--- src/rtl/cc_speed_counter.sv ---
// cc_speed_counter: speed prescaler for the game core.
// Holds a 3-bit speed level (accelerate/brake edges), counts from a
// level-dependent preload up to all-ones, reloads when the comparator
// reports terminal count and emits a one-cycle game tick.
// Optional build macro: CC_SPEEDCOUNTER_RATELIMIT_EN limits level changes
// to one per tick period while running.
module cc_speed_counter #(
   parameter int unsigned SPEEDCOUNTER_DATAWIDTH  = 23,
   parameter int unsigned SPEEDCOUNTER_BASEPERIOD = 4194304
) (
   input  logic                              CC_SPEEDCOUNTER_CLOCK_50,
   input  logic                              CC_SPEEDCOUNTER_RESET_InHigh,
   input  logic                              CC_SPEEDCOUNTER_T0_InLow,
   input  logic                              CC_SPEEDCOUNTER_accel_InHigh,
   input  logic                              CC_SPEEDCOUNTER_brake_InHigh,
   input  logic                              CC_SPEEDCOUNTER_pause_InHigh,
   output logic [SPEEDCOUNTER_DATAWIDTH-1:0] CC_SPEEDCOUNTER_data_OutBUS,
   output logic                              CC_SPEEDCOUNTER_tick_OutHigh,
   output logic [2:0]                        CC_SPEEDCOUNTER_level_OutBUS,
   output logic                              CC_SPEEDCOUNTER_running_OutHigh
);

   localparam int unsigned W = SPEEDCOUNTER_DATAWIDTH;
   localparam logic [2:0] LEVEL_MAX = 3'd7;

   typedef enum logic [1:0] {
      STATE_STOP  = 2'd0,
      STATE_RUN   = 2'd1,
      STATE_PAUSE = 2'd2
   } speedState_t;

   speedState_t state;
   speedState_t stateNext;

   logic [W-1:0] dataReg;
   logic [W-1:0] dataNext;
   logic         tickReg;
   logic         tickNext;
   logic [2:0]   levelReg;
   logic [2:0]   levelNext;
   logic         runningReg;

   logic accelPrev;
   logic brakePrev;
   logic accelEdge;
   logic brakeEdge;
   logic accelOnly;
   logic brakeOnly;
   logic changeAllowed;

   // Preload for a level: 2^W - (BASE >> (L-1)), formed in W+1 bits then truncated.
   function automatic logic [W-1:0] preloadOf(input logic [2:0] lvl);
      logic [W:0] period;
      logic [W:0] fullScale;
      logic [2:0] shiftAmt;
      shiftAmt  = (lvl == 3'd0) ? 3'd0 : (lvl - 3'd1);
      period    = (W+1)'(SPEEDCOUNTER_BASEPERIOD) >> shiftAmt;
      fullScale = (W+1)'(1) << W;
      preloadOf = W'(fullScale - period);
   endfunction

   // Rising edges of the control requests; simultaneous accel and brake cancel out.
   assign accelEdge = CC_SPEEDCOUNTER_accel_InHigh & ~accelPrev;
   assign brakeEdge = CC_SPEEDCOUNTER_brake_InHigh & ~brakePrev;
   assign accelOnly = accelEdge & ~brakeEdge;
   assign brakeOnly = brakeEdge & ~accelEdge;

`ifdef CC_SPEEDCOUNTER_RATELIMIT_EN
   logic acceptFlag;

   // Accept flag: armed in STOP and on every reload, dropped by an accepted level change.
   always_ff @(posedge CC_SPEEDCOUNTER_CLOCK_50 or posedge CC_SPEEDCOUNTER_RESET_InHigh) begin
      if (CC_SPEEDCOUNTER_RESET_InHigh) begin
         acceptFlag <= 1'b1;
      end else if (tickNext || (state == STATE_STOP)) begin
         acceptFlag <= 1'b1;
      end else if ((state == STATE_RUN) && (levelNext != levelReg)) begin
         acceptFlag <= 1'b0;
      end
   end

   assign changeAllowed = acceptFlag;
`else
   assign changeAllowed = 1'b1;
`endif

   // Edge-detect history registers.
   always_ff @(posedge CC_SPEEDCOUNTER_CLOCK_50 or posedge CC_SPEEDCOUNTER_RESET_InHigh) begin
      if (CC_SPEEDCOUNTER_RESET_InHigh) begin
         accelPrev <= 1'b0;
         brakePrev <= 1'b0;
      end else begin
         accelPrev <= CC_SPEEDCOUNTER_accel_InHigh;
         brakePrev <= CC_SPEEDCOUNTER_brake_InHigh;
      end
   end

   // State and registered outputs.
   always_ff @(posedge CC_SPEEDCOUNTER_CLOCK_50 or posedge CC_SPEEDCOUNTER_RESET_InHigh) begin
      if (CC_SPEEDCOUNTER_RESET_InHigh) begin
         state      <= STATE_STOP;
         dataReg    <= '0;
         tickReg    <= 1'b0;
         levelReg   <= 3'd0;
         runningReg <= 1'b0;
      end else begin
         state      <= stateNext;
         dataReg    <= dataNext;
         tickReg    <= tickNext;
         levelReg   <= levelNext;
         runningReg <= (stateNext == STATE_RUN);
      end
   end

   // Next-state, count, tick and level logic; the running period always finishes at its old level.
   always_comb begin
      stateNext = state;
      dataNext  = dataReg;
      tickNext  = 1'b0;
      levelNext = levelReg;

      case (state)
         STATE_STOP: begin
            dataNext = '0;
            if (accelOnly) begin
               stateNext = STATE_RUN;
               levelNext = 3'd1;
               dataNext  = preloadOf(3'd1);
            end
         end

         STATE_RUN: begin
            if (CC_SPEEDCOUNTER_pause_InHigh) begin
               stateNext = STATE_PAUSE;
            end else if (brakeOnly && changeAllowed && (levelReg == 3'd1)) begin
               // Dropping out of level 1 discards any tick that would have fired here.
               stateNext = STATE_STOP;
               levelNext = 3'd0;
               dataNext  = '0;
            end else begin
               if (!CC_SPEEDCOUNTER_T0_InLow) begin
                  dataNext = preloadOf(levelReg);
                  tickNext = 1'b1;
               end else begin
                  dataNext = dataReg + W'(1);
               end

               if (accelOnly && changeAllowed && (levelReg != LEVEL_MAX)) begin
                  levelNext = levelReg + 3'd1;
               end else if (brakeOnly && changeAllowed) begin
                  levelNext = levelReg - 3'd1;
               end
            end
         end

         STATE_PAUSE: begin
            if (!CC_SPEEDCOUNTER_pause_InHigh) begin
               stateNext = STATE_RUN;
            end
         end

         default: begin
            stateNext = STATE_STOP;
            dataNext  = '0;
            levelNext = 3'd0;
         end
      endcase
   end

   assign CC_SPEEDCOUNTER_data_OutBUS     = dataReg;
   assign CC_SPEEDCOUNTER_tick_OutHigh    = tickReg;
   assign CC_SPEEDCOUNTER_level_OutBUS    = levelReg;
   assign CC_SPEEDCOUNTER_running_OutHigh = runningReg;

endmodule

--- config.mk ---
export PLATFORM = sky130hd
export DESIGN_NAME = cc_speed_counter
export DESIGN_NICKNAME = d
export VERILOG_FILES = /design/src/rtl/cc_speed_counter.sv
export SDC_FILE = /design/constraint.sdc
export NUM_CORES = 1
export LEC_CHECK = 0
export ABC_CLOCK_PERIOD_IN_PS = 2750
export CAP_MARGIN = 20
export CORE_UTILIZATION = 40
export CTS_BUF_LIST = sky130_fd_sc_hd__clkbuf_16
export CTS_CLUSTER_SIZE = 16
export DETAILED_ROUTE_END_ITERATION = 12
export MAX_ROUTING_LAYER = met4
export SLEW_MARGIN = 30
export SYNTH_ARGS = -nofsm -noshare
export SYNTH_HDL_FRONTEND = slang
export SYNTH_SLANG_ARGS = --single-unit
--- constraint.sdc ---
create_clock -name CC_SPEEDCOUNTER_CLOCK_50 -period 2.75 [get_ports CC_SPEEDCOUNTER_CLOCK_50]
set_clock_uncertainty 0.15 [all_clocks]
set_input_delay 0.55 -clock CC_SPEEDCOUNTER_CLOCK_50 [delete_from_list [all_inputs] [get_ports CC_SPEEDCOUNTER_CLOCK_50]]
set_output_delay 0.55 -clock CC_SPEEDCOUNTER_CLOCK_50 [all_outputs]
set_load 0.02 [all_outputs]
Word level (Yosys, flattened, before mapping)
Index checks and enable logic that the tools add are counted.
Operators by class
  reductions and logical operators: 6
  equality and inequality tests: 8
  add/sub/neg operators: 4
  shift-type cells: 1
  bitwise operators: 9
  multiplexer cells: 21
Operator list (count)
  23-bit 2-to-1 mux: 4
  23-bit case mux with 3 select lines: 1
  23-bit by 1-bit adder with 23-bit output, second input constant: 1
  23-bit by 3-bit >> shifter with 23-bit output, first input constant: 1
  1-bit by 23-bit subtractor with 23-bit output, first input constant: 1
  3-bit 2-to-1 mux: 6
  3-bit case mux with 3 select lines: 1
  2-bit 2-to-1 mux: 4
  2-bit case mux with 3 select lines: 1
  1-bit inverter: 5
  1-bit AND: 4
  2-bit by 1-bit equality test with 1-bit output, second input constant: 2
  1-bit 2-to-1 mux: 4
  2-bit != test, second input constant: 2
  4-bit != test, second input constant: 1
  4-bit AND reduction: 1
  3-bit by 1-bit adder with 3-bit output, second input constant: 1
  3-bit by 1-bit equality test with 1-bit output, second input constant: 1
  3-bit zero test: 1
  3-bit != test, second input constant: 1
  3-bit by 1-bit subtractor with 3-bit output, second input constant: 1
  2-bit equality test, second input constant: 1
  1-bit logical AND: 2
  2-bit zero test: 1
  2-bit AND reduction: 1
Storage, ports and cells
  word-level logic and storage cells: 56
  register bits: 32
  output and inout bits: 28
  bits of input ports: 6

Depth between registers and ports, before layout
  depth in word-level cells: 9
  gate-level depth with buffers: 11
  mapped depth without buffers: 11

Worst setup path after synthesis
No wires, ideal clock.
  kind: register to register
  start: reg levelReg[0], in the netlist CC_SPEEDCOUNTER_level_OutBUS[0]
  end: reg dataReg[19], in the netlist CC_SPEEDCOUNTER_data_OutBUS[19]
  stages on the path, launching flop included: 12
  buffers on the path: 0
  path slack: 272 ps
  library setup time: 124 ps
  data required time: 2476 ps
  clock period less this slack: 2478 ps
  data arrival time: 2204 ps
  cell sequence: dfrtp_1 > inv_1 > ha_1 > inv_1 > ha_1 > nor2b_1 > nand2_1 > ha_1 > xor2_1 > nor3_1 > nor4b_1 > a211o_1
On the way
  word-level cells in the longest chain between the ends: 8
  elaborated cells between the ends (all ways): 11
  those cells by class: 2 x add/sub; 1 x eq/ne; 1 x shift; 5 x mux; 2 x reduce/logical
RTL lines
  from (decl): line 39  | logic [2:0] levelReg;
  from (signal assigned): line 110  | levelReg <= levelNext;
  3-bit by 1-bit subtractor with 3-bit output / 3-bit zero test (equally long branches): line 56  | shiftAmt = (lvl == 3'd0) ? 3'd0 : (lvl - 3'd1);
  3-bit 2-to-1 mux: line 56
  23-bit by 3-bit >> shifter with 23-bit output: line 57  | period = (W+1)'(SPEEDCOUNTER_BASEPERIOD) >> shiftAmt;
  1-bit by 23-bit subtractor with 23-bit output: line 59  | preloadOf = W'(fullScale - period);
  23-bit 2-to-1 mux: line 141  | if (!CC_SPEEDCOUNTER_T0_InLow) begin
  23-bit 2-to-1 mux (*): line 135  | end else if (brakeOnly && changeAllowed && (levelReg == 3'd1)) begin
  23-bit 2-to-1 mux (*): line 133  | if (CC_SPEEDCOUNTER_pause_InHigh) begin
  23-bit case mux with 3 select lines (*): line 122  | case (state)
  to (signal assigned): line 108  | dataReg <= dataNext;
  to (decl): line 35  | logic [W-1:0] dataReg;
Mark *: on every way between the ends. The rest lies on a longest branch, timed or not. The select of a mux whose other input is x is not followed.
A chain may end at the register's enable or synchronous reset.

Worst setup path in the final report
  start: reg levelReg[1], in the netlist CC_SPEEDCOUNTER_level_OutBUS[1]
  end: reg dataReg[19], in the netlist CC_SPEEDCOUNTER_data_OutBUS[19]
The elaborated chain is that of the path after synthesis.

==> results by group <==
Routing
  – Avg WL per Cell: 14.52 µm
  – Drt via density: 5.388
  – Number of DRC markers in iteration 0: 85
  – WL final: approximately 4700 µm
  – Routed Antenna Nets: 0
  – DR DRC count: 0
  – Number of detailed-route iterations in the first pass: 4
  – Via count: roughly 1,700

Setup path
  – CP Data Required Time: between 2 and 3 ns
  – Startpoint types: register
  – Worst Path Max Fanout: 4
  – Slowest-stage cell, CP: dfrtp_1
  – Crit path top cell by count: ha_1
  – CP Capture Type: register
  – WS Path Type: register to register
  – Critical Path Max Stage Delay: between 0.3 and 0.4 ns
  – Worst R2R Path Depth: 11
  – R2R Path Start: CC_SPEEDCOUNTER_level_OutBUS[1]
  – Worst r2r dst: CC_SPEEDCOUNTER_data_OutBUS[19]
  – WP data arrival: 2.52 ns
  – R2R Setup Slk: approximately 0.23 ns
  – Critical-path cell list: inv_1 > ha_1 > inv_1 > ha_1 > nor2b_1 > nand2_1 > ha_1 > xor2_1 > nor3_1 > nor4b_1 > a211o_1

Layout
  – Post-route cell area: around 2600 µm²
  – Layout cell share with drive strength beyond 1: about an eighth
  – Synth-to-layout area growth: 27.23%
  – Ant. Diodes: 0
  – Total Nets Final: between 200 and 300

Synth
  – Synth top area share: about two fifths
  – Synth Flop Type: dfrtp_1
  – Post-synth EDFFs: 0
  – Synthesis Warnings: 0
  – Asr flop ratio synth: 100.0%
  – Syn_nets: ~230
  – Synth top area cells: dfrtp_1 39%, xor2_1 5.6%, ha_1 5.5%
  – Average size of a mapped cell: slightly below 10 µm²
  – Cell variety after synth: 54
  – Post-synthesis cell type with the largest combined area: dfrtp_1
  – Sequential-to-total area share from yosys stat: approximately 39%
  – Cells after Synth: ~210
  – Post-synthesis register bit count: 32
  – Synth Cell Area: 2044 µm²

Global route
  – Vias in the first global route: 1,636
  – Initial antenna violation count: 0
  – Remaining global-route overflow: 0
  – First-pass GRT wire length: about 8000 µm
  – Gr usage total: approximately 20%
  – Largest net degree at the start of global routing: 33

STA
  – Slew headroom: 70.63%
  – Worst slew pin tran: 0.4282 ns
  – Tmin final: roughly 2.5 ns
  – Hold slack: between 0.4 and 0.5 ns
  – Hold Vio Cnt, Final: 0
  – Max Transition Viols Final: 0
  – RSZ-0062 raised after global routing: false
  – Final setup fails: 0
  – Max frequency: between 300 and 400 MHz
  – Part of the cycle the worst path needs: between 90% and 100%
  – Setup slack after layout: 0.2338 ns
  – TNS Setup: 0 ns

CTS
  – CTS sink count: 32
  – Worst-skew pair later-pin latency: ~0.27 ns
  – H-tree depth: 2
  – TritonCTS clock tree: built
  – Post-CTS Repair Setup Buffers: 0
  – Clock slew seen by the registers of the worst setup and hold paths: around 0.050 ns
  – Hold Buf Count CTS: 0
  – Clock buffer depth: 2
  – PostCTS Resize Cnt: 0
  – Root buffer cell: clkbuf_16
  – Cts bufs inserted: 5

Die
  – Initial core utilization: a little over two fifths
  – Die height: between 70 and 80 µm
  – Rows: 25
  – Die area: about 5400 µm²
  – Die X: 73.49 µm
  – Core area: between 4000 and 5000 µm²
  – # IOs: 34

Placed design
  – IO buf count: 33
  – Post-DP HPWL: between 3000 and 4000 µm
  – Pre-CTS setup slack: ~0.18 ns
  – GPL Wtd Cong: about 0.86
  – Cell area after placement: approximately 2500 µm²

Run
  – Max cap viols: 0

Power and ir drop
  – Leak: 1.118 nW
  – PD cells: 700.8 nW/µm²
  – Peak supply drop: ~0.35 mV

Worst hold path
  – Min-delay src: CC_SPEEDCOUNTER_data_OutBUS[21]
  – Hold path cells: 1
  – Worst hold path type: register to register
  – Worst hold endpoint: CC_SPEEDCOUNTER_data_OutBUS[21]

Status
  – Status: finished, final reports clean
[metrics by stage]
step	instances	power (W)	util, %
finish	322	0.001823	54.00
global placement	315	0.001325	51.25
global route	322	0.001954	54.00
detailed placement	315	0.001321	51.25
CTS	322	0.001840	54.00
floorplan	212	0.001094	-
[flip-flops by register name (all words and copies together), names as in the netlist]
name,cells
brakePrev,1
CC_SPEEDCOUNTER_level_OutBUS,3
state,2
CC_SPEEDCOUNTER_data_OutBUS,23
CC_SPEEDCOUNTER_tick_OutHigh,1
CC_SPEEDCOUNTER_running_OutHigh,1
accelPrev,1
[cell usage after synthesis (all sizes together) (4+ instances only)]
library cell and number:
nand4 6, ha 9, a21oi 11, xor2 13, dfrtp 32, and3 8
nor2b 4, nor2 20, o21ai 11, nor3 4, clkbuf 4, nand3 9
and4 5, nand2 24, inv 8, nor4 4
[cells in the final DEF, fill, tap and decap left out, types with 2 or more instances in the layout]
master	instances
xor2_1	13
or2_1	2
nand4_1	5
nand2_1	24
clkbuf_16	5
dfrtp_1	32
o22ai_1	2
nand2b_1	2
ha_1	9
clkdlybuf4s50_1	33
buf_4	8
o21ai_0	10
and3_1	6
a21oi_1	9
nand3_1	8
a31oi_1	3
clkinv_1	2
mux2_2	2
a32o_1	3
inv_1	8
a21oi_2	2
nor4_4	2
nor2b_1	4
xnor2_1	3
nor3_1	3
and3_2	2
mux2i_1	3
and4_2	4
nor2_1	20
[kinds of logic after synthesis]
kind of cell,synth area share (%)
buf+inv,3.916
simple gates,27.23
compound gates,14.75
xor+xnor,6.855
flops,39.17
mux,2.570
fa+ha+maj,5.508
[per-layer routing]
| metal | track usage, % | wire (µm) | vias up |
|---|---|---|---|
| met5 | - | 0 | - |
| met4 | 7.051 | 55 | 0 |
| met3 | 3.978 | 206 | 7 |
| met2 | 28.34 | 2036 | 42 |
| met1 | 28.45 | 2376 | 829 |
| li1 | - | - | 857 |
[worst max-delay path by stage]
stage | from | endpoint | cells past startpoint
final | CC_SPEEDCOUNTER_level_OutBUS[1] | CC_SPEEDCOUNTER_data_OutBUS[19] | 11
after global routing | CC_SPEEDCOUNTER_level_OutBUS[1] | CC_SPEEDCOUNTER_data_OutBUS[19] | 11
after CTS | CC_SPEEDCOUNTER_level_OutBUS[1] | CC_SPEEDCOUNTER_data_OutBUS[19] | 11
after detailed placement | CC_SPEEDCOUNTER_brake_InHigh | CC_SPEEDCOUNTER_level_OutBUS[2] | 6
after global placement | CC_SPEEDCOUNTER_brake_InHigh | CC_SPEEDCOUNTER_level_OutBUS[2] | 6
after floorplan | CC_SPEEDCOUNTER_level_OutBUS[0] | CC_SPEEDCOUNTER_data_OutBUS[19] | 11
[cell type report]
cell class | instances | area, µm²
fill | 452 | 2216
multi-input combinational | 167 | 1164
sequential | 32 | 800.8
timing repair buffer | 41 | 390.4
clock buffer | 5 | 125.1
tap | 67 | 83.83
inverter | 8 | 30.03
clock inverter | 2 | 7.507
[power breakdown]
group	total, W	switching (W)	internal, W
sequential	0.000611	0.0000803	0.000530
combinational	0.000703	0.000409	0.000294
clock	0.000509	0.000186	0.000323
[worst max-delay path: cells and delay by family, from the launching register on]
kind	cells	cell delay, ns
flops	1	0.39
fa+ha+maj	3	0.65
xor+xnor	1	0.16
buf+inv	2	0.23
compound gates	1	0.27
simple gates	4	0.55
(Power assumes the default switching activity.)
